$ cat src/rtl/bcd_timer_pkg.sv
`default_nettype none
// ============================================================================
//  Module   : bcd_timer_pkg
//  Brief    : Shared constants and helpers for the BCD timer (digit width,
//             seven-segment glyph table, digit clamp).
//  Revision : 1.0  initial release
// ============================================================================
package bcd_timer_pkg;

    localparam int DIG_W = 4;

    // Active-high glyphs, bit0 = a ... bit6 = g
    localparam logic [6:0] SEG_DIGIT [0:9] = '{
        7'b0111111, 7'b0000110, 7'b1011011, 7'b1001111, 7'b1100110,
        7'b1101101, 7'b1111101, 7'b0000111, 7'b1111111, 7'b1101111
    };

    localparam logic [6:0] SEG_BLANK = 7'b0000000;

    function automatic logic [6:0] seg_encode(input logic [DIG_W-1:0] d);
        if (d <= 4'd9) return SEG_DIGIT[d];
        return SEG_BLANK;
    endfunction

    function automatic logic [DIG_W-1:0] bcd_clamp(input logic [DIG_W-1:0] d);
        return (d > 4'd9) ? 4'd9 : d;
    endfunction

endpackage
`default_nettype wire

$ cat src/rtl/bcd_timer_step.sv
`default_nettype none
// ============================================================================
//  Module   : bcd_step
//  Brief    : One BCD digit of the count chain: +1 or -1 when carry/borrow in,
//             with carry/borrow out on 9->0 or 0->9.
//  Revision : 1.0  initial release
// ============================================================================
module bcd_step
    import bcd_timer_pkg::*;
(
    input  logic [DIG_W-1:0] digit_in,
    input  logic             down,
    input  logic             cin,
    output logic [DIG_W-1:0] digit_out,
    output logic             cout
);

    always_comb begin
        digit_out = digit_in;
        cout      = 1'b0;
        if (cin) begin
            if (!down) begin
                if (digit_in >= 4'd9) begin
                    digit_out = 4'd0;
                    cout      = 1'b1;
                end else begin
                    digit_out = digit_in + 1'b1;
                end
            end else begin
                if (digit_in == 4'd0) begin
                    digit_out = 4'd9;
                    cout      = 1'b1;
                end else begin
                    digit_out = digit_in - 1'b1;
                end
            end
        end
    end

endmodule
`default_nettype wire

$ cat src/rtl/bcd_timer.sv
`default_nettype none
// ============================================================================
//  Module   : bcd_timer
//  Brief    : N-digit BCD up/down timer with lap hold and a multiplexed
//             active-low seven-segment scanner.
//  Revision : 1.0  initial release
// ============================================================================
module bcd_timer
    import bcd_timer_pkg::*;
#(
    parameter int DIGITS   = 4,
    parameter int TICK_DIV = 800000,
    parameter int LAP_HOLD = 20,
    parameter int SCAN_DIV = 1024
) (
    input  logic                      clk,
    input  logic                      rst,
    input  logic                      start,
    input  logic                      stop,
    input  logic                      clear,
    input  logic                      lap,
    input  logic                      load,
    input  logic                      down,
    input  logic [DIG_W*DIGITS-1:0]   load_value,
    output logic [DIG_W*DIGITS-1:0]   value,
    output logic [DIG_W*DIGITS-1:0]   shown,
    output logic                      running,
    output logic                      wrap,
    output logic                      done,
    output logic [6:0]                seg,
    output logic [DIGITS-1:0]         dig_sel
);

    localparam int c_VW = DIG_W * DIGITS;
    localparam int c_PW = $clog2(TICK_DIV);
    localparam int c_SW = $clog2(SCAN_DIV);
    localparam int c_IW = (DIGITS > 1) ? $clog2(DIGITS) : 1;
    localparam int c_HW = $clog2(LAP_HOLD + 1);

    localparam logic [c_PW-1:0]   c_PRESC_MAX = c_PW'(TICK_DIV - 1);
    localparam logic [c_SW-1:0]   c_SCAN_MAX  = c_SW'(SCAN_DIV - 1);
    localparam logic [c_IW-1:0]   c_IDX_MAX   = c_IW'(DIGITS - 1);
    localparam logic [c_HW-1:0]   c_HOLD_INIT = c_HW'(LAP_HOLD);
    localparam logic [DIGITS-1:0] c_SEL_ONE   = DIGITS'(1);

    logic [c_PW-1:0]   r_presc;
    logic [c_VW-1:0]   r_value;
    logic [c_VW-1:0]   r_lap;
    logic [c_HW-1:0]   r_hold;
    logic              r_running;
    logic              r_wrap;
    logic              r_done;
    logic [c_SW-1:0]   r_scan;
    logic              r_scan_stb;
    logic [c_IW-1:0]   r_idx;
    logic [6:0]        r_seg;
    logic [DIGITS-1:0] r_dig_sel;

    logic              w_tick;
    logic              w_start_acc;
    logic              w_count;
    logic [c_VW-1:0]   w_next;
    logic [c_VW-1:0]   w_load_clamped;
    logic [DIGITS:0]   w_carry;
    logic [c_VW-1:0]   w_shown;
    logic [DIG_W-1:0]  w_cur_digit;

    assign w_tick      = (r_presc == c_PRESC_MAX);
    assign w_start_acc = start & ~clear & ~load & ~stop & ~r_running
                       & ~(down & (r_value == '0));
    assign w_count     = w_tick & r_running & ~clear & ~load & ~stop;
    assign w_carry[0]  = w_count;

    // Ripple chain: digit i steps only when every lower digit wrapped
    for (genvar i = 0; i < DIGITS; i++) begin : g_digit
        bcd_step u_step (
            .digit_in  (r_value[i*DIG_W +: DIG_W]),
            .down      (down),
            .cin       (w_carry[i]),
            .digit_out (w_next[i*DIG_W +: DIG_W]),
            .cout      (w_carry[i+1])
        );
        assign w_load_clamped[i*DIG_W +: DIG_W] = bcd_clamp(load_value[i*DIG_W +: DIG_W]);
    end

    assign w_shown     = (r_hold != '0) ? r_lap : r_value;
    assign w_cur_digit = w_shown[r_idx*DIG_W +: DIG_W];

    always_ff @(posedge clk) begin
        if (rst) begin
            r_presc   <= '0;
            r_value   <= '0;
            r_running <= 1'b0;
            r_wrap    <= 1'b0;
            r_done    <= 1'b0;
        end else begin
            r_wrap  <= 1'b0;
            r_done  <= 1'b0;
            r_presc <= (w_start_acc || w_tick) ? '0 : r_presc + 1'b1;
            if (clear) begin
                r_value   <= '0;
                r_running <= 1'b0;
            end else if (load) begin
                r_value <= w_load_clamped;
            end else if (stop) begin
                r_running <= 1'b0;
            end else if (w_start_acc) begin
                r_running <= 1'b1;
            end else if (w_count) begin
                r_value <= w_next;
                if (!down && w_carry[DIGITS]) begin
                    r_wrap <= 1'b1;
                end
                if (down && (w_next == '0)) begin
                    r_done    <= 1'b1;
                    r_running <= 1'b0;
                end
            end
        end
    end

    // Lap captures the pre-update count; the hold ages on every raw tick
    always_ff @(posedge clk) begin
        if (rst) begin
            r_lap  <= '0;
            r_hold <= '0;
        end else if (clear) begin
            r_hold <= '0;
        end else if (lap) begin
            r_lap  <= r_value;
            r_hold <= c_HOLD_INIT;
        end else if (w_tick && (r_hold != '0)) begin
            r_hold <= r_hold - 1'b1;
        end
    end

    always_ff @(posedge clk) begin
        if (rst) begin
            r_scan     <= '0;
            r_scan_stb <= 1'b0;
            r_idx      <= '0;
            r_seg      <= ~SEG_BLANK;
            r_dig_sel  <= '0;
        end else begin
            r_scan     <= (r_scan == c_SCAN_MAX) ? '0 : r_scan + 1'b1;
            r_scan_stb <= (r_scan == c_SCAN_MAX);
            if (r_scan_stb) begin
                r_dig_sel <= c_SEL_ONE << r_idx;
                r_seg     <= ~seg_encode(w_cur_digit);
                r_idx     <= (r_idx == c_IDX_MAX) ? '0 : r_idx + 1'b1;
            end
        end
    end

    assign value   = r_value;
    assign shown   = w_shown;
    assign running = r_running;
    assign wrap    = r_wrap;
    assign done    = r_done;
    assign seg     = r_seg;
    assign dig_sel = r_dig_sel;

endmodule
`default_nettype wire

$ cat config.mk
export PLATFORM = sky130hd
export DESIGN_NAME = bcd_timer
export DESIGN_NICKNAME = d
export VERILOG_FILES = /design/src/rtl/bcd_timer_pkg.sv /design/src/rtl/bcd_timer_step.sv /design/src/rtl/bcd_timer.sv
export SDC_FILE = /design/constraint.sdc
export NUM_CORES = 1
export LEC_CHECK = 0
export ABC_AREA = 1
export BUFFER_PORTS_ARGS = -buffer_cell sky130_fd_sc_hd__buf_2
export CAP_MARGIN = 30
export CORE_MARGIN = 3
export CORE_UTILIZATION = 60
export CTS_CLUSTER_SIZE = 10
export DETAILED_ROUTE_END_ITERATION = 7
export PLACE_DENSITY_LB_ADDON = 0.15
export SETUP_SLACK_MARGIN = 0.02
export SLEW_MARGIN = 25
export SYNTH_ARGS = -nofsm -noshare
export SYNTH_HDL_FRONTEND = slang
export SYNTH_SLANG_ARGS = --single-unit
$ cat constraint.sdc
create_clock -name clk -period 3.86 [get_ports clk]
set_input_delay 0.386 -clock clk [delete_from_list [all_inputs] [get_ports clk]]
set_output_delay 0.386 -clock clk [all_outputs]
set_load 0.02 [all_outputs]
==> results of run 1 <==
[state kept, by name, summed over array words and instances, names as in the netlist, 2 cells and up]
signal	flops
r_idx	2
r_lap	16
value	16
r_presc	20
seg	7
r_hold	5
dig_sel	4
r_scan	10
[layout by cell type, fill, tap and decap left out, types with 3 or more instances in the layout]
master,n
nand2_1,163
dfxtp_1,84
nor2_1,80
inv_1,72
buf_2,69
a21oi_1,60
nand3_1,57
o21ai_0,51
ha_1,26
o21ai_1,17
xor2_1,12
nand4_1,11
nor2_2,10
nor3_1,9
clkbuf_8,9
inv_2,7
nor2_4,7
nand2_2,6
nand3_2,5
xnor2_1,5
nor3b_1,5
or2_2,5
clkinv_1,4
inv_6,4
a31oi_1,4
or2_1,4
a21oi_2,3
o21ai_2,3
nor3_2,3
bufinv_16,3
[routing by layer]
metal	GRT usage, %	vias to the layer above	wire, um
li1	-	2588	-
met5	0	-	0
met1	33.9	2268	5480
met4	8.93	0	302
met3	4.56	27	656
met2	43.8	129	6020
[cell usage after synthesis (2+ instances only)]
cell type    n
a211oi_1     2
nor2_2      10
xnor2_1      5
xor2_1      12
a21oi_2      3
o21ai_1     17
or2_1        4
buf_2        7
o21ai_2      3
nor2_4       7
clkbuf_1    12
buf_6        4
a31oi_1      4
or2_2        5
a32oi_2      2
nand3_2      5
nand3_1     57
nand4_1     11
ha_1        26
nand2_1    163
dfxtp_1     84
nor3b_1      5
nand4_2      2
nor3_2       3
inv_2        7
o21ai_0     51
nand3_4      2
o21a_1       2
nor3_1       9
nor2_1      80
inv_1       72
clkinv_1     4
nand2_2      6
a21oi_1     60
[layout make-up]
class / instances / share of cell area (%)
clock buffers: 9 / 2.13
inverters: 85 / 5.58
multi-input cells: 565 / 52.8
flip-flops and latches: 84 / 28.9
repair buffers: 71 / 6.19
clock inverters: 7 / 2.19
well taps: 105 / 2.26
[stage by stage]
step	power, W	util [%]	area [um^2]	cells
after floorplan	0.00110	-	5220	758
after detailed placement	0.00116	66.8	5570	910
after global routing	0.00202	69.8	5830	926
after CTS	0.00196	69.8	5830	926
final	0.00194	69.8	5830	926
after global placement	0.00115	66.8	5570	910
[path summary, 6_finish.rpt]
path / startpoint / endpoint / cells past startpoint / slack, ns
max reg2reg: r_hold[0] / seg[2] / 17 / 1.01
max: r_hold[0] / seg[2] / 17 / 1.01
min: load_value[6] / value[6] / 3 / 0.28
min reg2reg: seg[3] / seg[3] / 2 / 0.47
[cells by family after synthesis]
group / Yosys count / synth area share [%]
xor+xnor: 17 / 2.86
simple gates: 373 / 34.0
fa+ha+maj: 26 / 6.24
flops: 84 / 32.2
compound gates: 149 / 15.9
buf+inv: 109 / 8.78
[power breakdown]
group	total [W]	internal, W	switching (W)
clock network	0.000797	0.000442	0.000355
logic	0.000237	0.0000770	0.000160
registers	0.000908	0.000887	0.0000202
total	0.00194	0.00141	0.000536
[critical path, cell delays in order (launching register included)]
cell	delay (ns)
dfxtp_1	0.32
inv_1	0.09
ha_1	0.16
inv_1	0.04
nor2_1	0.10
nand2_2	0.32
o21ai_0	0.34
nand2_1	0.09
nand2_1	0.07
inv_1	0.04
a32oi_2	0.26
inv_1	0.11
ha_1	0.24
o21ai_0	0.20
nand2_1	0.14
a21oi_1	0.16
a21oi_1	0.06
nand2_1	0.07
==> results.py, run 1 <==
metrics = {
    "status": {
        "status": "complete, no violations",
    },
    "grt": {
        "grt_overflow": 0,
        "grt_usage_pct": 26.1,
        "grt_max_degree": 34,
        "grt_antenna_before_repair": 0,
        "grt_pass1_wl_um": 21300,
        "first_global_vias": 4681,
    },
    "run": {
        "maxCapViolations": 0,
    },
    "route": {
        "drc": 0,
        "first_iter_violations": 253,
        "first_pass_iters": 5,
        "vias": 5012,
        "ant_nets": 0,
        "viasPerCell": 5.41,
        "avgRoutedWirePerCell_um": 13.5,
        "wirelength_um": 12500,
    },
    "sta": {
        "finalHoldViolCount": 0,
        "rsz0062_at_grt": "no",
        "worst_slew_pin_slew_ns": 0.767,
        "clock_skew_ns": 0.0118,
        "max_freq_mhz": 350,
        "slew_viol_final": 0,
        "timing.hold.ws_ns": 0.279,
        "post-route-min-period_ns": 2.85,
        "setup_viol": 0,
        "slew_headroom_pct": 48.7,
        "layout_setup_ws_ns": 1.01,
        "fin_setup_tns_ns": 0,
        "fin_crit_sh_pct": 74.0,
    },
    "synthesis": {
        "synth_top_cell_by_area": "dfxtp_1",
        "synth_cell_types": 46,
        "async_flop_share_pct": 0,
        "seq_area_frac_synth_pct": 32.2,
        "ys.flop_type": "dfxtp_1",
        "yosysWarnings": 0,
        "syn_area_um2": 5220,
        "syn_nets": 808,
        "synth_top_area_share_pct": 32.2,
        "synth-edff-count": 0,
        "syn_avg_cell_area_um2": 6.88,
        "netlist_top_cells_area": "dfxtp_1 32%, nand2_1 12%, ha_1 6.2%, a21oi_1 5.8%, nor2_1 5.8%",
        "post_synth_inst_count": 758,
        "synth-seq-cells": 84,
    },
    "pwr": {
        "power.density_nw_per_um2": 333,
        "p_leak_nw": 2.59,
        "irDropWorstVdd_uv": 312,
    },
    "worst_setup_path": {
        "setup.worst_path.class": "reg -> reg",
        "arrival_ns": 3.16,
        "worstSetupStartpointType": "flop",
        "crit_fanout": 33,
        "cp.required_ns": 4.17,
        "endpoint_kind": "flop",
    },
    "floorplanning": {
        "start_util_pct": 62.5,
        "die-height_um": 99.2,
        "die_w_um": 99.2,
        "core-area_um2": 8340,
        "io_pins": 70,
        "num_rows": 33,
        "dieArea_um2": 9850,
    },
    "final_layout": {
        "drive_above_1_share_pct": 18.0,
        "final_nets": 866,
        "n_antenna_cell": 0,
        "num-fill-cells": 727,
        "syn_to_final_growth_pct": 11.7,
        "regArea_um2": 1680,
        "multiInputGateArea_um2": 3080,
    },
    "placed_design": {
        "gp_congestion": 0.961,
        "dp_worst_setup_slack_ns": 1.05,
        "numPortBuffers": 69,
        "dp_hpwl_um": 9340,
    },
    "cts": {
        "postCtsSetupBuffers": 0,
        "clk_pin_slew_ns": 0.10,
        "cts_hold_buf": 0,
        "clock_sinks": 84,
        "cts_max_level": 3,
        "cts_buffer_depth": 2,
        "clock_latency_ns": 0.36,
        "cts_resized": 0,
        "numCtsBuffers": 9,
        "cts_tree": "done",
        "root_buffer": "clkbuf_8",
    },
    "worst_hold_path": {
        "holdCritPathClass": "in -> reg",
    },
}
Note: power is estimated with default switching activity, not from simulation.
==> run 2: changes to the inputs <==
- CORE_UTILIZATION: 60 -> 58
- clock period: 3.86 -> 2.9 ns (I/O delays scaled with it)
==> run 2 against run 1 <==
- sequential share of layout area about the same
- non-clock buffer count up 6
- count of clock-buffer cells in the layout unchanged
- clock skew down 0.00077 ns
- core utilization down 0.96 points
- clock power about the same
- critical path depth unchanged
- sequential cell count unchanged
- routed wire length up 2.1%
- register-to-register slack worse by 0.64 ns
- combinational power up 39%
- critical path type unchanged
==> results.py, run 2 (synthesis results as in run 1) <==
metrics = {
    "sta": {
        "max_freq_mhz": 394,
        "post-route-min-period_ns": 2.54,
        "fin_crit_sh_pct": 87.5,
        "fin_setup_tns_ns": 0,
        "setup_viol": 0,
        "slew_viol_final": 0,
        "clock_skew_ns": 0.0110,
        "slew_headroom_pct": 60.9,
        "rsz0062_at_grt": "no",
        "finalHoldViolCount": 0,
        "worst_slew_pin_slew_ns": 0.583,
    },
    "placed_design": {
        "gp_congestion": 0.882,
        "numPortBuffers": 69,
        "dpl_cell_area_um2": 5620,
        "dp_hpwl_um": 9470,
    },
    "worst_setup_path": {
        "arrival_ns": 2.85,
        "cp_num_buf_inv": 4,
        "cp.required_ns": 3.22,
        "critPathTopFamily": "compound AO/OA/AOI/OAI gates",
        "crit_chain": "inv_1 > ha_1 > inv_1 > nor2_4 > nand2_4 > o21ai_1 > nand2_1 > nand2_1 > inv_1 > a32oi_2 > inv_1 > ha_1 > o21ai_0 > nand2_1 > a21oi_1 > a21oi_1 > nand2_1",
        "crit_fanout": 17,
        "crit_path_max_incr_delay_ns": 0.33,
        "worstSetupStartpointType": "flop",
        "cp_slowest_cell": "dfxtp_1",
        "setup.worst_path.class": "reg -> reg",
        "endpoint_kind": "flop",
    },
    "pwr": {
        "p_leak_nw": 2.59,
        "combPwrFrac_pct": 14.1,
        "switchingPower_w": 0.000717,
        "seq_power_share_pct": 51.8,
        "irDropWorstVdd_uv": 273,
        "power.density_nw_per_um2": 400,
        "sw_frac_of_total_pct": 30.8,
        "p_int_w": 0.00161,
        "p_clk_share_pct": 34.1,
    },
    "grt": {
        "grt_overflow": 0,
        "grt_max_degree": 34,
        "grt_antenna_before_repair": 0,
        "grt_usage_pct": 25.9,
        "first_global_vias": 4678,
        "grt_pass1_wl_um": 21500,
    },
    "final_layout": {
        "final_nets": 873,
        "n_antenna_cell": 0,
        "largest_reg_flops": 20,
        "regArea_um2": 1680,
        "post-route-cell-area_um2": 5830,
        "most-common-layout-cells": "163 x nand2_1, 84 x dfxtp_1, 79 x nor2_1",
        "utilization_pct": 68.9,
        "regMostFlops": "r_presc",
        "drive_above_1_share_pct": 18.8,
        "syn_to_final_growth_pct": 11.8,
        "layout_commonest_cell": "nand2_1",
        "multiInputGateArea_um2": 3110,
        "num-fill-cells": 744,
    },
    "floorplanning": {
        "core-area_um2": 8460,
        "num_rows": 33,
        "die_w_um": 101,
        "dieArea_um2": 10200,
        "start_util_pct": 61.6,
        "io_pins": 70,
        "die-height_um": 101,
    },
    "cts": {
        "numCtsBuffers": 9,
        "clk_pin_slew_ns": 0.10,
        "cts_buffer_depth": 2,
        "root_buffer": "clkbuf_8",
        "clock_latency_ns": 0.36,
        "postCtsSetupBuffers": 0,
        "cts_tree": "done",
        "cts_max_level": 3,
        "clock_sinks": 84,
    },
    "route": {
        "avgRoutedWirePerCell_um": 13.6,
        "viasPerCell": 5.41,
        "drc": 0,
        "ant_nets": 0,
        "first_iter_violations": 271,
        "first_pass_iters": 5,
        "wirelength_um": 12700,
        "vias": 5050,
    },
    "status": {
        "status": "complete, no violations",
    },
    "run": {
        "maxCapViolations": 0,
    },
    "worst_hold_path": {
        "holdCritPathClass": "in -> reg",
    },
}
run 2: cell types whose count changed in the layout (fill, tap and decap cells not counted), sizes merged:
cell and change:
nand2 +1, clkinv +2, buf +6, bufinv -3
clkinvlp +2, inv -1
run 2: per-layer routing:
| metal | global-route usage [%] | part of all wire [%] | up-vias |
|---|---|---|---|
| met5 | 0 | 0 | - |
| met4 | 8.60 | 1.8 | 0 |
| met3 | 4.29 | 6.1 | 20 |
| met2 | 42.3 | 47 | 143 |
| met1 | 34.6 | 45 | 2288 |
| li1 | - | - | 2599 |
run 2: what timing repair did:
item | in CTS | in global routing
gates resized for setup | 0 | 6
setup endpoints to repair | 0 | 7
hold buffers | 0 | 0
run 2: final timing paths:
check	start	end	slack, ns	cells after the start
worst max register to register	r_hold[0]	seg[2]	0.36	17
worst min register to register	r_presc[0]	r_presc[0]	0.47	1
worst min-delay path	load_value[1]	value[1]	0.18	3
worst max-delay path	r_hold[0]	seg[2]	0.36	17
run 2: stage by stage:
stage	cells	setup WS [ns]	hold WS, ns	power [W]
after floorplan	758	0.184	0.418	0.00147
after global placement	916	0.322	0.430	0.00154
after detailed placement	916	0.137	0.452	0.00155
after CTS	932	0.125	0.185	0.00233
after global routing	933	0.0516	0.198	0.00244
final	933	0.362	0.185	0.00233
run 2: power by group through the flow:
stage,logic [W],registers (W),clock network (W)
after floorplan,0.000230,0.00124,0
after global placement,0.000309,0.00123,0
after detailed placement,0.000320,0.00123,0
after CTS,0.000322,0.00121,0.000803
after global routing,0.000370,0.00121,0.000859
final,0.000329,0.00121,0.000795
run 2: worst register-to-register path: stages (launching register included):
cell     delay [ns]
dfxtp_1        0.33
inv_1          0.09
ha_1           0.15
inv_1          0.06
nor2_4         0.14
nand2_4        0.14
o21ai_1        0.21
nand2_1        0.07
nand2_1        0.06
inv_1          0.05
a32oi_2        0.20
inv_1          0.14
ha_1           0.27
o21ai_0        0.16
nand2_1        0.12
a21oi_1        0.17
a21oi_1        0.07
nand2_1        0.07
run 2: cell type report:
class                           count  share of cell area (%)
Multi-Input combinational cell    566                    53.3
Sequential cell                    84                    28.8
Timing Repair Buffer               77                    6.95
Inverter                           85                    5.58
Tap cell                          105                    2.25
Clock buffer                        9                    2.12
Clock inverter                      7                   0.987
